===== src/rtl/control_r_if.sv =====
// Handshake bundle between the PHY RX stream, control_r and its two RX consumers.
// master = environment side (PHY and consumers), slave = control_r.
interface control_r_if;
    logic       rx_lp_sop;
    logic       rx_lp_eop;
    logic       rx_lp_valid;
    logic       rx_lp_ready;
    logic [7:0] rx_lp_data;
    logic       rx_lp_error;
    logic       rx_to_sop;
    logic       rx_to_eop;
    logic       rx_to_valid;
    logic       rx_to_ready;
    logic [7:0] rx_to_data;
    logic       rx_to_cancle;
    logic       rx_lt_sop;
    logic       rx_lt_eop;
    logic       rx_lt_valid;
    logic       rx_lt_ready;
    logic [7:0] rx_lt_data;
    logic       rx_lt_cancle;
    logic       rx_data_on;
    logic       rx_pid_err;

    modport master (
        output rx_lp_sop, rx_lp_eop, rx_lp_valid, rx_lp_data, rx_lp_error,
        output rx_to_ready, rx_lt_ready,
        input  rx_lp_ready,
        input  rx_to_sop, rx_to_eop, rx_to_valid, rx_to_data, rx_to_cancle,
        input  rx_lt_sop, rx_lt_eop, rx_lt_valid, rx_lt_data, rx_lt_cancle,
        input  rx_data_on, rx_pid_err
    );

    modport slave (
        input  rx_lp_sop, rx_lp_eop, rx_lp_valid, rx_lp_data, rx_lp_error,
        input  rx_to_ready, rx_lt_ready,
        output rx_lp_ready,
        output rx_to_sop, rx_to_eop, rx_to_valid, rx_to_data, rx_to_cancle,
        output rx_lt_sop, rx_lt_eop, rx_lt_valid, rx_lt_data, rx_lt_cancle,
        output rx_data_on, rx_pid_err
    );
endinterface


===== src/rtl/control_r.sv =====
// control_r: RX packet router, PHY byte stream -> token checker (TO) or link layer (LT).
// Optional PID complement check is enabled by defining CONTROL_R_PID_CHECK_EN.
module control_r (
    input  logic       clk,
    input  logic       rst_n,
    control_r_if.slave bus
);
    typedef enum logic [1:0] {
        IDLE  = 2'd0,
        TOKEN = 2'd1,
        DATA  = 2'd2,
        DROP  = 2'd3
    } state_t;

    localparam logic DEST_TO = 1'b0;
    localparam logic DEST_LT = 1'b1;

    state_t     state_r;
    logic       ov_r;
    logic       dest_r;
    logic       sop_r;
    logic       eop_r;
    logic [7:0] data_r;
    logic       to_cancel_r;
    logic       lt_cancel_r;
    logic       dest_ready_s;
    logic       lp_ready_s;
    logic       acc_s;
    logic       pid_lt_s;
    logic       pid_bad_s;

`ifdef CONTROL_R_PID_CHECK_EN
    logic pid_err_r;

    // High nibble of a valid PID byte is the bitwise complement of the low nibble.
    function automatic logic pid_bad(input logic [7:0] b);
        return (b[7:4] != ~b[3:0]);
    endfunction
`endif

    // Select the destination ready and form the upstream ready / PID decode.
    always_comb begin
        dest_ready_s = 1'b0;
        lp_ready_s   = 1'b0;
        pid_bad_s    = 1'b0;
        if (dest_r == DEST_LT) begin
            dest_ready_s = bus.rx_lt_ready;
        end else begin
            dest_ready_s = bus.rx_to_ready;
        end
        if (state_r == DROP) begin
            lp_ready_s = 1'b1;
        end else begin
            lp_ready_s = ~ov_r | dest_ready_s;
        end
`ifdef CONTROL_R_PID_CHECK_EN
        pid_bad_s = pid_bad(bus.rx_lp_data);
`else
        pid_bad_s = 1'b0;
`endif
    end

    assign acc_s    = bus.rx_lp_valid & lp_ready_s;
    assign pid_lt_s = (bus.rx_lp_data[1:0] == 2'b11);

    // Packet FSM, single-entry output register and one-cycle abort/error pulses.
    always_ff @(posedge clk or negedge rst_n) begin
        if (!rst_n) begin
            state_r     <= IDLE;
            ov_r        <= 1'b0;
            dest_r      <= DEST_TO;
            sop_r       <= 1'b0;
            eop_r       <= 1'b0;
            data_r      <= 8'h00;
            to_cancel_r <= 1'b0;
            lt_cancel_r <= 1'b0;
`ifdef CONTROL_R_PID_CHECK_EN
            pid_err_r   <= 1'b0;
`endif
        end else begin
            to_cancel_r <= 1'b0;
            lt_cancel_r <= 1'b0;
`ifdef CONTROL_R_PID_CHECK_EN
            pid_err_r   <= 1'b0;
`endif
            if (ov_r && dest_ready_s) begin
                ov_r <= 1'b0;
            end
            if (acc_s) begin
                if (bus.rx_lp_error) begin
                    to_cancel_r <= (state_r == TOKEN);
                    lt_cancel_r <= (state_r == DATA);
                    state_r     <= bus.rx_lp_eop ? IDLE : DROP;
                end else begin
                    case (state_r)
                        IDLE, TOKEN, DATA: begin
                            if (bus.rx_lp_sop) begin
                                // A sop inside a packet aborts the packet in flight.
                                to_cancel_r <= (state_r == TOKEN);
                                lt_cancel_r <= (state_r == DATA);
                                if (pid_bad_s) begin
`ifdef CONTROL_R_PID_CHECK_EN
                                    pid_err_r <= 1'b1;
`endif
                                    state_r <= bus.rx_lp_eop ? IDLE : DROP;
                                end else begin
                                    ov_r    <= 1'b1;
                                    data_r  <= bus.rx_lp_data;
                                    sop_r   <= 1'b1;
                                    eop_r   <= bus.rx_lp_eop;
                                    dest_r  <= pid_lt_s;
                                    state_r <= bus.rx_lp_eop ? IDLE : (pid_lt_s ? DATA : TOKEN);
                                end
                            end else if (state_r != IDLE) begin
                                ov_r   <= 1'b1;
                                data_r <= bus.rx_lp_data;
                                sop_r  <= 1'b0;
                                eop_r  <= bus.rx_lp_eop;
                                if (bus.rx_lp_eop) begin
                                    state_r <= IDLE;
                                end
                            end
                        end
                        DROP: begin
                            if (bus.rx_lp_eop) begin
                                state_r <= IDLE;
                            end
                        end
                        default: state_r <= IDLE;
                    endcase
                end
            end
        end
    end

    assign bus.rx_lp_ready  = lp_ready_s;
    assign bus.rx_to_valid  = ov_r & (dest_r == DEST_TO);
    assign bus.rx_lt_valid  = ov_r & (dest_r == DEST_LT);
    assign bus.rx_to_sop    = sop_r;
    assign bus.rx_to_eop    = eop_r;
    assign bus.rx_to_data   = data_r;
    assign bus.rx_lt_sop    = sop_r;
    assign bus.rx_lt_eop    = eop_r;
    assign bus.rx_lt_data   = data_r;
    assign bus.rx_to_cancle = to_cancel_r;
    assign bus.rx_lt_cancle = lt_cancel_r;
    assign bus.rx_data_on   = (state_r == DATA) | (ov_r & (dest_r == DEST_LT));
`ifdef CONTROL_R_PID_CHECK_EN
    assign bus.rx_pid_err   = pid_err_r;
`else
    assign bus.rx_pid_err   = 1'b0;
`endif
endmodule


===== src/flat_wrapper.sv =====
// flat-port wrapper written by rule: the top's interface ports become plain ports
module control_r_flat 
  (clk, rst_n, bus_rx_lp_sop, bus_rx_lp_eop, bus_rx_lp_valid, bus_rx_lp_data, bus_rx_lp_error, bus_rx_to_ready, bus_rx_lt_ready, bus_rx_lp_ready, bus_rx_to_sop, bus_rx_to_eop, bus_rx_to_valid, bus_rx_to_data, bus_rx_to_cancle, bus_rx_lt_sop, bus_rx_lt_eop, bus_rx_lt_valid, bus_rx_lt_data, bus_rx_lt_cancle, bus_rx_data_on, bus_rx_pid_err);
  control_r_if bus_i ();
  input  logic clk;
  input  logic rst_n;
  input wire logic [$bits(bus_i.rx_lp_sop)-1:0] bus_rx_lp_sop;
  input wire logic [$bits(bus_i.rx_lp_eop)-1:0] bus_rx_lp_eop;
  input wire logic [$bits(bus_i.rx_lp_valid)-1:0] bus_rx_lp_valid;
  input wire logic [$bits(bus_i.rx_lp_data)-1:0] bus_rx_lp_data;
  input wire logic [$bits(bus_i.rx_lp_error)-1:0] bus_rx_lp_error;
  input wire logic [$bits(bus_i.rx_to_ready)-1:0] bus_rx_to_ready;
  input wire logic [$bits(bus_i.rx_lt_ready)-1:0] bus_rx_lt_ready;
  output wire logic [$bits(bus_i.rx_lp_ready)-1:0] bus_rx_lp_ready;
  output wire logic [$bits(bus_i.rx_to_sop)-1:0] bus_rx_to_sop;
  output wire logic [$bits(bus_i.rx_to_eop)-1:0] bus_rx_to_eop;
  output wire logic [$bits(bus_i.rx_to_valid)-1:0] bus_rx_to_valid;
  output wire logic [$bits(bus_i.rx_to_data)-1:0] bus_rx_to_data;
  output wire logic [$bits(bus_i.rx_to_cancle)-1:0] bus_rx_to_cancle;
  output wire logic [$bits(bus_i.rx_lt_sop)-1:0] bus_rx_lt_sop;
  output wire logic [$bits(bus_i.rx_lt_eop)-1:0] bus_rx_lt_eop;
  output wire logic [$bits(bus_i.rx_lt_valid)-1:0] bus_rx_lt_valid;
  output wire logic [$bits(bus_i.rx_lt_data)-1:0] bus_rx_lt_data;
  output wire logic [$bits(bus_i.rx_lt_cancle)-1:0] bus_rx_lt_cancle;
  output wire logic [$bits(bus_i.rx_data_on)-1:0] bus_rx_data_on;
  output wire logic [$bits(bus_i.rx_pid_err)-1:0] bus_rx_pid_err;
  assign bus_i.rx_lp_sop = bus_rx_lp_sop;
  assign bus_i.rx_lp_eop = bus_rx_lp_eop;
  assign bus_i.rx_lp_valid = bus_rx_lp_valid;
  assign bus_i.rx_lp_data = bus_rx_lp_data;
  assign bus_i.rx_lp_error = bus_rx_lp_error;
  assign bus_i.rx_to_ready = bus_rx_to_ready;
  assign bus_i.rx_lt_ready = bus_rx_lt_ready;
  assign bus_rx_lp_ready = bus_i.rx_lp_ready;
  assign bus_rx_to_sop = bus_i.rx_to_sop;
  assign bus_rx_to_eop = bus_i.rx_to_eop;
  assign bus_rx_to_valid = bus_i.rx_to_valid;
  assign bus_rx_to_data = bus_i.rx_to_data;
  assign bus_rx_to_cancle = bus_i.rx_to_cancle;
  assign bus_rx_lt_sop = bus_i.rx_lt_sop;
  assign bus_rx_lt_eop = bus_i.rx_lt_eop;
  assign bus_rx_lt_valid = bus_i.rx_lt_valid;
  assign bus_rx_lt_data = bus_i.rx_lt_data;
  assign bus_rx_lt_cancle = bus_i.rx_lt_cancle;
  assign bus_rx_data_on = bus_i.rx_data_on;
  assign bus_rx_pid_err = bus_i.rx_pid_err;
  control_r u_core (.clk(clk), .rst_n(rst_n), .bus(bus_i));
endmodule

===== config.mk =====
export PLATFORM = sky130hd
export DESIGN_NAME = control_r_flat
export DESIGN_NICKNAME = d
export VERILOG_FILES = /design/src/rtl/control_r_if.sv /design/src/rtl/control_r.sv /design/src/flat_wrapper.sv
export SDC_FILE = /design/constraint.sdc
export NUM_CORES = 1
export LEC_CHECK = 0
export ABC_AREA = 1
export CAP_MARGIN = 20
export CORE_UTILIZATION = 36
export CTS_CLUSTER_DIAMETER = 80
export DETAILED_ROUTE_END_ITERATION = 6
export MAX_ROUTING_LAYER = met4
export PLACE_DENSITY = 0.75
export SLEW_MARGIN = 5
export SYNTH_ARGS = -nofsm -noshare
export SYNTH_HDL_FRONTEND = slang
export SYNTH_SLANG_ARGS = --single-unit

===== constraint.sdc =====
create_clock -name clk -period 1.24 [get_ports clk]
set_input_delay 0.372 -clock clk [delete_from_list [all_inputs] [get_ports clk]]
set_output_delay 0.372 -clock clk [all_outputs]
set_load 0.02 [all_outputs]

==> flow_summary.ini, run 1 <==
[sta]
fmax_mhz = 681
post-route-period-util = 1.18
final.min_clock_period_ps = 1470
slew_viol_final = 0
grt_setup_unrepaired = yes
worst_slack_ps = -228
setup_viol = 23
hold_viol_final = 0
skew_ps = 3.54
tns_ps = -1760

[layout]
finish.utilization = 0.693
antenna_cells = 0
fillers = 176
area_delta_synth_final_pct = 76.8
layout_common_cells = buf_6, buf_4, nand2_1
drive_above_1_share = 0.503
nNetsFinal = 186
layout_commonest_cell = buf_6
layoutNonFillerInstCount = 197

[floorplan]
rows = 17
initial_core_util = 0.392
die_h_um = 51.5
dieArea_mm2 = 0.00266
dieWidth_um = 51.5
pin_count = 43
core_mm2 = 0.00225

[place]
placedCellCount = 184
dp_hpwl_mm = 1.69
place_ws_ps = -740
portBuffers = 41
gp_congestion = 0.787

[logic_synthesis]
synth_top_area_frac = 0.453
netlist_instances = 109
syn-num-nets = 125
ys_ff_latch = 16
synth_area_um2 = 883
synth_top_cells_by_area = dfrtp_1, nand2_1, buf_4, nand2_2, nand3_1
yosysTopAreaCell = dfrtp_1
yosys_warnings = 0
synth.distinct_cells = 16
yosysSeqAreaShare = 0.453
postSynthAreaPerCell_um2 = 8.10

[cts]
clock-sinks = 16
clk_pin_slew_worst_paths_ps = 100
cts_hold_buffers = 0
clk_latency_ps = 290
clockRootBuffer = clkbuf_4
cts_buffers = 3
cts_tree = yes
cts.htree.levels = 1
clockBufferDepth = 2

[routing]
wl_per_cell_um = 12.5
drtPass1Iterations = 4
ant_nets = 0
drt-initial-drc-count = 6
routed_wl_mm = 2.47
viasPerCell = 4.58
vias = 903
drc_errors = 0

[setup_path]
end_kind = output port
cp.arrival_ps = 1100
cp.required_ps = 870
cp-start-kind = flip-flop
cp_slowest_stage_delay_ps = 430
critical_path_class = reg -> out
critPathSlowestCell = dfrtp_1
path_cells = buf_4, nor2_2, buf_6
cp_max_fo = 4
cpLargestDelayFamily = flip-flops
worstPathBufferInverterCount = 2

[power]
leakagePower_uw = 0.000832
p_total_uw = 3220
power.density_mw_per_mm2 = 2060
irDropWorstVdd_mv = 1.38

[global_routing]
grt_pass1_wl_mm = 3.95
grt_max_degree = 17
gr-total-overflow = 0
grt_usage = 0.211
grt_pass1_vias = 883
antenna_found_initial = 0

[job]
maxCapViolCount = 0

[run_status]
violations = setup timing
outcome = finished, violations left

[worst_hold_path]
hold_class = in -> async
[final timing paths]
| path | from | depth (start not counted) | endpoint | slack (ps) |
|---|---|---|---|---|
| worst min register to register | u_core.state_r[1]$_DFFE_PN0P_ | 1 | u_core.bus.rx_to_cancle$_DFF_PN0_ | 520 |
| worst max register to register | u_core.state_r[1]$_DFFE_PN0P_ | 7 | u_core.bus.rx_lt_data[6]$_DFFE_PN0P_ | -100 |
| worst min-delay path | rst_n | 2 | u_core.bus.rx_lt_data[1]$_DFFE_PN0P_ | 390 |
| worst max-delay path | u_core.dest_r$_DFFE_PN0P_ | 3 | bus_rx_to_valid | -230 |
| min in group clk | bus_rx_lt_ready | 4 | u_core.ov_r$_DFF_PN0_ | 430 |
| max in group asynchronous | rst_n | 2 | u_core.ov_r$_DFF_PN0_ | 650 |
[sequential cells by signal, indices dropped and copies added, names as in the netlist]
| register | flops |
|---|---|
| u_core.bus.rx_lt_data | 8 |
| u_core.state_r | 2 |
| u_core.bus.rx_lt_cancle | 1 |
| u_core.bus.rx_lt_eop | 1 |
| u_core.bus.rx_lt_sop | 1 |
| u_core.bus.rx_to_cancle | 1 |
| u_core.dest_r | 1 |
| u_core.ov_r | 1 |
[per-layer routing]
metal  GRT usage  routed length [um]
met1       0.257                1050
met2       0.333                1260
met3      0.0322                 108
met4       0.122                  59
met5           -                   0
[synth_stat cells]
master,number
o21ai_0,2
buf_6,1
nand2_2,11
dfrtp_1,16
nor3_1,1
nand4_1,1
buf_4,11
conb_1,1
nand3_1,13
nand3_4,1
a21oi_4,1
inv_1,11
nand4_2,1
nor2_1,9
nand2_1,28
inv_2,1
[area by class of cell]
type	count	area [um^2]	area share
Clock buffer	4	36.3	0.0232
Timing Repair Buffer	67	628	0.402
Multi-Input combinational cell	70	415	0.266
Tap cell	28	35.0	0.0224
Sequential cell	16	402	0.257
Inverter	12	45.0	0.0288
[cells by family after synthesis]
logic type | share of synthesized area
buffers and inverters | 0.157
AO/OA/AOI/OAI | 0.0298
flip-flops | 0.453
other | 0.00425
AND/OR/NAND/NOR | 0.356
[power by group]
group	switching (uW)	leakage (uW)	internal [uW]
Clock	178	0.0000210	179
Sequential	197	0.000200	696
Combinational	914	0.000611	1050
[per-stage QoR]
stage          cell area [um^2]  hold WS (ps)
2_1_floorplan               883          76.4
3_3_place_gp               1370           497
3_5_place_dp               1370           508
4_1_cts                    1350           391
5_1_grt                    1560           420
6_report                   1560           387
[what timing repair did]
item	CTS	global route
setup buffers	2	6
cloned	1	0
resized for setup	121	52
pin swaps	3	9
setup endpoints to repair	39	40
Power figures use the tool's default switching activity.
==> run 2: changes to the inputs <==
GPL_ROUTABILITY_DRIVEN = 0   (was unset)
SETUP_SLACK_MARGIN = 0.4   (was unset)
==> run 2 against run 1 <==
Against the previous run:
- setup slack lost 26 ps
- routed wire length grew 16%
- total power is 8.4% higher
- first-iteration DRC count is the same
- highest routed layer unchanged
- hold slack improved by 13 ps
- largest cell class unchanged
- sequential power up 6.8%
- core utilization up 8.2 points
- critical path type unchanged
- clock power decreased by 20%
- final cell count is 4.6% higher
- the flow still finishes with violations (setup timing)
- die area unchanged
==> flow_summary.ini, run 2 (same netlist as run 1, synthesis figures left out) <==
[place]
portBuffers = 41
placed_area_mm2 = 0.00140
dp_hpwl_mm = 1.63

[sta]
slew_viol_final = 0
hold_viol_final = 0
setup_viol = 18
tns_ps = -1970
post-route-period-util = 1.20
fin_hold_ws_ps = 400
worst_slack_ps = -254
grt_setup_unrepaired = yes
fmax_mhz = 669
skew_ps = 3.32
final.min_clock_period_ps = 1490

[cts]
clock-sinks = 16
clockBufferDepth = 2
cts_buffers = 3
clk_pin_slew_worst_paths_ps = 90
clockRootBuffer = clkbuf_4
clk_latency_ps = 280
cts_hold_buffers = 0
cts.htree.levels = 1
cts_tree = yes

[run_status]
violations = setup timing
outcome = finished, violations left

[global_routing]
grt_max_degree = 17
grt_pass1_vias = 918
antenna_found_initial = 0
grt_pass1_wl_mm = 4.11
grt_usage = 0.214
gr-total-overflow = 0

[routing]
vias = 990
routed_wl_mm = 2.86
drc_errors = 0
wl_per_cell_um = 13.9
drt-initial-drc-count = 6
ant_nets = 0
viasPerCell = 4.81
drtPass1Iterations = 4

[floorplan]
initial_core_util = 0.392
dieArea_mm2 = 0.00266
rows = 17
core_mm2 = 0.00225
dieWidth_um = 51.5
die_h_um = 51.5
pin_count = 43

[job]
maxCapViolCount = 0

[layout]
final_cell_area_mm2 = 0.00175
nNetsFinal = 195
drive_above_1_share = 0.680
largest_reg_flops = 8
layout_common_cells = buf_6, buf_4, nand2_2
area_delta_synth_final_pct = 97.6
finish.utilization = 0.774
layout_commonest_cell = buf_6
antenna_cells = 0

[setup_path]
end_kind = output port
critPathSlowestCell = dfrtp_2
cp.arrival_ps = 1120
cp_max_fo = 5
path_cells = inv_2, nand2_4, nand4_4, buf_6
r2r_cells = 7
critical_path_class = reg -> out
cp_slowest_stage_delay_ps = 460
cp-start-kind = flip-flop
cp.required_ps = 870

[power]
power.density_mw_per_mm2 = 2000
irDropWorstVdd_mv = 1.17
p_total_uw = 3490
leakagePower_uw = 0.000885

[worst_hold_path]
hold_class = in -> async
run 2: where the power goes:
group | switching, uW | total [uW] | internal, uW
clock | 162 | 287 | 125
combinational | 1010 | 2240 | 1230
sequential | 227 | 954 | 728
run 2: layer usage:
metal,vias to the layer above,track usage,share of wire,wire length (um)
met5,-,-,0,0
met1,484,0.240,0.40,1140
met2,29,0.374,0.55,1570
li1,471,-,-,-
met3,6,0.0234,0.037,105
met4,0,0.108,0.016,46
run 2: final timing paths:
kind	startpoint	to	slack, ps
worst min register to register	u_core.state_r[1]$_DFFE_PN0P_	u_core.bus.rx_to_cancle$_DFF_PN0_	520
min in group clk	u_core.state_r[1]$_DFFE_PN0P_	u_core.bus.rx_to_cancle$_DFF_PN0_	520
worst max-delay path	u_core.dest_r$_DFFE_PN0P_	bus_rx_lp_ready	-250
max in group asynchronous	rst_n	u_core.state_r[0]$_DFFE_PN0P_	640
worst max register to register	u_core.state_r[0]$_DFFE_PN0P_	u_core.bus.rx_lt_data[3]$_DFFE_PN0P_	-120
worst min-delay path	rst_n	u_core.bus.rx_lt_data[2]$_DFFE_PN0P_	400
run 2: worst max-delay path, delay by kind of cell, from the launching register on:
family,cells,cell delay (ps)
buffers and inverters,2,230
and+or+nand+nor,2,150
DFF,1,460
run 2: final cells by class:
class	instances	area [um^2]
clock buffers	4	26.3
repair buffers	76	749
fillers	141	509
well taps	28	35.0
inverters	12	45.0
multi-input cells	70	472
flip-flops and latches	16	418
run 2: repair_timing:
item / 4_1_cts / 5_1_grt
pin swaps: 12 / 16
endpoints found under the setup margin: 42 / 42
setup buffers: 9 / 7
gates resized for setup: 179 / 31
cloned: 1 / 0
run 2: metrics by stage:
| step | setup WS (ps) | std cells |
|---|---|---|
| 2_1_floorplan | -22.2 | 109 |
| 3_3_place_gp | -727 | 185 |
| 3_5_place_dp | -760 | 185 |
| 4_1_cts | -258 | 199 |
| 5_1_grt | -304 | 206 |
| 6_report | -254 | 206 |
==> run 3: changes to the inputs <==
TNS_END_PERCENT = 5   (was unset)
==> run 3 against run 2 <==
Against the previous run:
- the flow still finishes with violations (setup timing)
- critical path depth decreased by 1
- setup slack gained 7.9 ps
- largest cell class unchanged
- highest routed layer unchanged
- clock skew about the same
- first-iteration DRC count rose by 67%
- die area stayed put
- hold slack worse by 15 ps
- routed wire length shrank 21%
- sequential share of layout area rose by 5.1 points
- fmax increased by 0.53%
- combinational power is 29% lower
- register-to-register slack worse by 20 ps
- sequential power shrank 11%
==> flow_summary.ini, run 3 (same netlist as run 1, synthesis figures left out) <==
[layout]
nNetsFinal = 180
largest_reg_flops = 8
layout_commonest_cell = nand2_1
finish.utilization = 0.613
fillers = 209
drive_above_1_share = 0.442
area_delta_synth_final_pct = 56.4
final_cell_area_mm2 = 0.00138
antenna_cells = 0
layout_common_cells = nand2_1, buf_4, buf_2
layoutNonFillerInstCount = 191

[floorplan]
dieWidth_um = 51.5
die_h_um = 51.5
pin_count = 43
rows = 17
dieArea_mm2 = 0.00266
initial_core_util = 0.392
core_mm2 = 0.00225

[setup_path]
cp_slowest_stage_delay_ps = 440
rrSetupSlack_ps = -140
worstPathBufferInverterCount = 1
r2r_end = u_core.bus.rx_lt_eop$_DFFE_PN0P_
cp-start-kind = flip-flop
cp.arrival_ps = 1110
cp_max_fo = 4
r2r-start = u_core.state_r[1]$_DFFE_PN0P_
end_kind = output port
cpLargestDelayFamily = flip-flops
critPathSlowestCell = dfrtp_1
cp.required_ps = 870
critical_path_class = reg -> out
r2r_cells = 7
path_cells = nand2_2, nand4_4, buf_6

[place]
portBuffers = 41
placed_area_mm2 = 0.00137
dp_hpwl_mm = 1.69
placedCellCount = 184

[cts]
clockRootBuffer = clkbuf_4
cts_hold_buffers = 0
clk_latency_ps = 290
clock-sinks = 16
cts.htree.levels = 1
clockBufferDepth = 2
clk_pin_slew_worst_paths_ps = 100
cts_tree = yes
cts_buffers = 3

[sta]
skew_ps = 3.53
slew_viol_final = 0
grt_setup_unrepaired = yes
fmax_mhz = 673
worst_slack_ps = -246
final.min_clock_period_ps = 1490
hold_viol_final = 0
setup_viol = 21
post-route-period-util = 1.20

[worst_hold_path]
hold_class = in -> async

[power]
leakagePower_uw = 0.000772
p_total_uw = 2780
power.density_mw_per_mm2 = 2010
irDropWorstVdd_mv = 1.13

[job]
maxCapViolCount = 0

[routing]
routed_wl_mm = 2.27
drt-initial-drc-count = 10
wl_per_cell_um = 11.9
viasPerCell = 4.48
ant_nets = 0
drtPass1Iterations = 4
vias = 856
drc_errors = 0

[run_status]
outcome = finished, violations left
violations = setup timing

[global_routing]
grt_pass1_wl_mm = 3.84
gr-total-overflow = 0
antenna_found_initial = 0
grt_max_degree = 17
grt_pass1_vias = 860
grt_usage = 0.206
## run 3: timing repair
action | CTS | global route
buffers inserted | 2 | 1
setup endpoints to repair | 42 | 42
cloned | 0 | 0
resized for setup | 121 | 11
pin swaps | 4 | 3
## run 3: worst register-to-register path: stages, from the launching register on
cell	delay, ps
dfrtp_1	440
nand2_2	130
buf_6	120
nand2_2	50
a21oi_4	150
nand3_4	200
nand2_1	100
o21ai_0	80
## run 3: through the flow
step / setup TNS, ps / hold WS, ps / worst slack (ps)
after floorplan: -210 / 76.4 / -22.4
after global placement: -8350 / 497 / -728
after detailed placement: -8900 / 508 / -740
after CTS: -1560 / 391 / -265
after global routing: -3740 / 411 / -295
final: -1990 / 385 / -246
## run 3: final cells by class
cell class | count | area, um^2 | area share
sequential | 16 | 402 | 0.291
inverter | 12 | 45.0 | 0.0326
tap | 28 | 35.0 | 0.0254
timing repair buffer | 62 | 495 | 0.359
multi-input combinational | 69 | 368 | 0.266
clock buffer | 4 | 36.3 | 0.0263
## run 3: worst max path at each step
stage	slack [ps]	cells past startpoint	to	start
after global routing	-300	4	bus_rx_lp_ready	u_core.dest_r$_DFFE_PN0P_
final	-250	3	bus_rx_lp_ready	u_core.state_r[1]$_DFFE_PN0P_
after floorplan	-20	7	u_core.bus.rx_lt_data[0]$_DFFE_PN0P_	u_core.state_r[1]$_DFFE_PN0P_
after CTS	-260	4	bus_rx_lp_ready	u_core.dest_r$_DFFE_PN0P_
after detailed placement	-740	4	bus_rx_lp_ready	bus_rx_lt_ready
after global placement	-730	4	bus_rx_lp_ready	bus_rx_lt_ready
## run 3: power by group
part	internal [uW]	switching, uW
clock	179	177
sequential	696	149
combinational	721	858
total	1600	1180
## run 3: metal layers
metal  vias to the layer above  share of wire  global-route usage  wire, um
met1                       387           0.44               0.249      1000
met5                         -              0                   -         0
li1                        434              -                   -         -
met4                         0          0.026               0.122        59
met2                        31           0.47               0.325      1070
met3                         4          0.059              0.0322       134
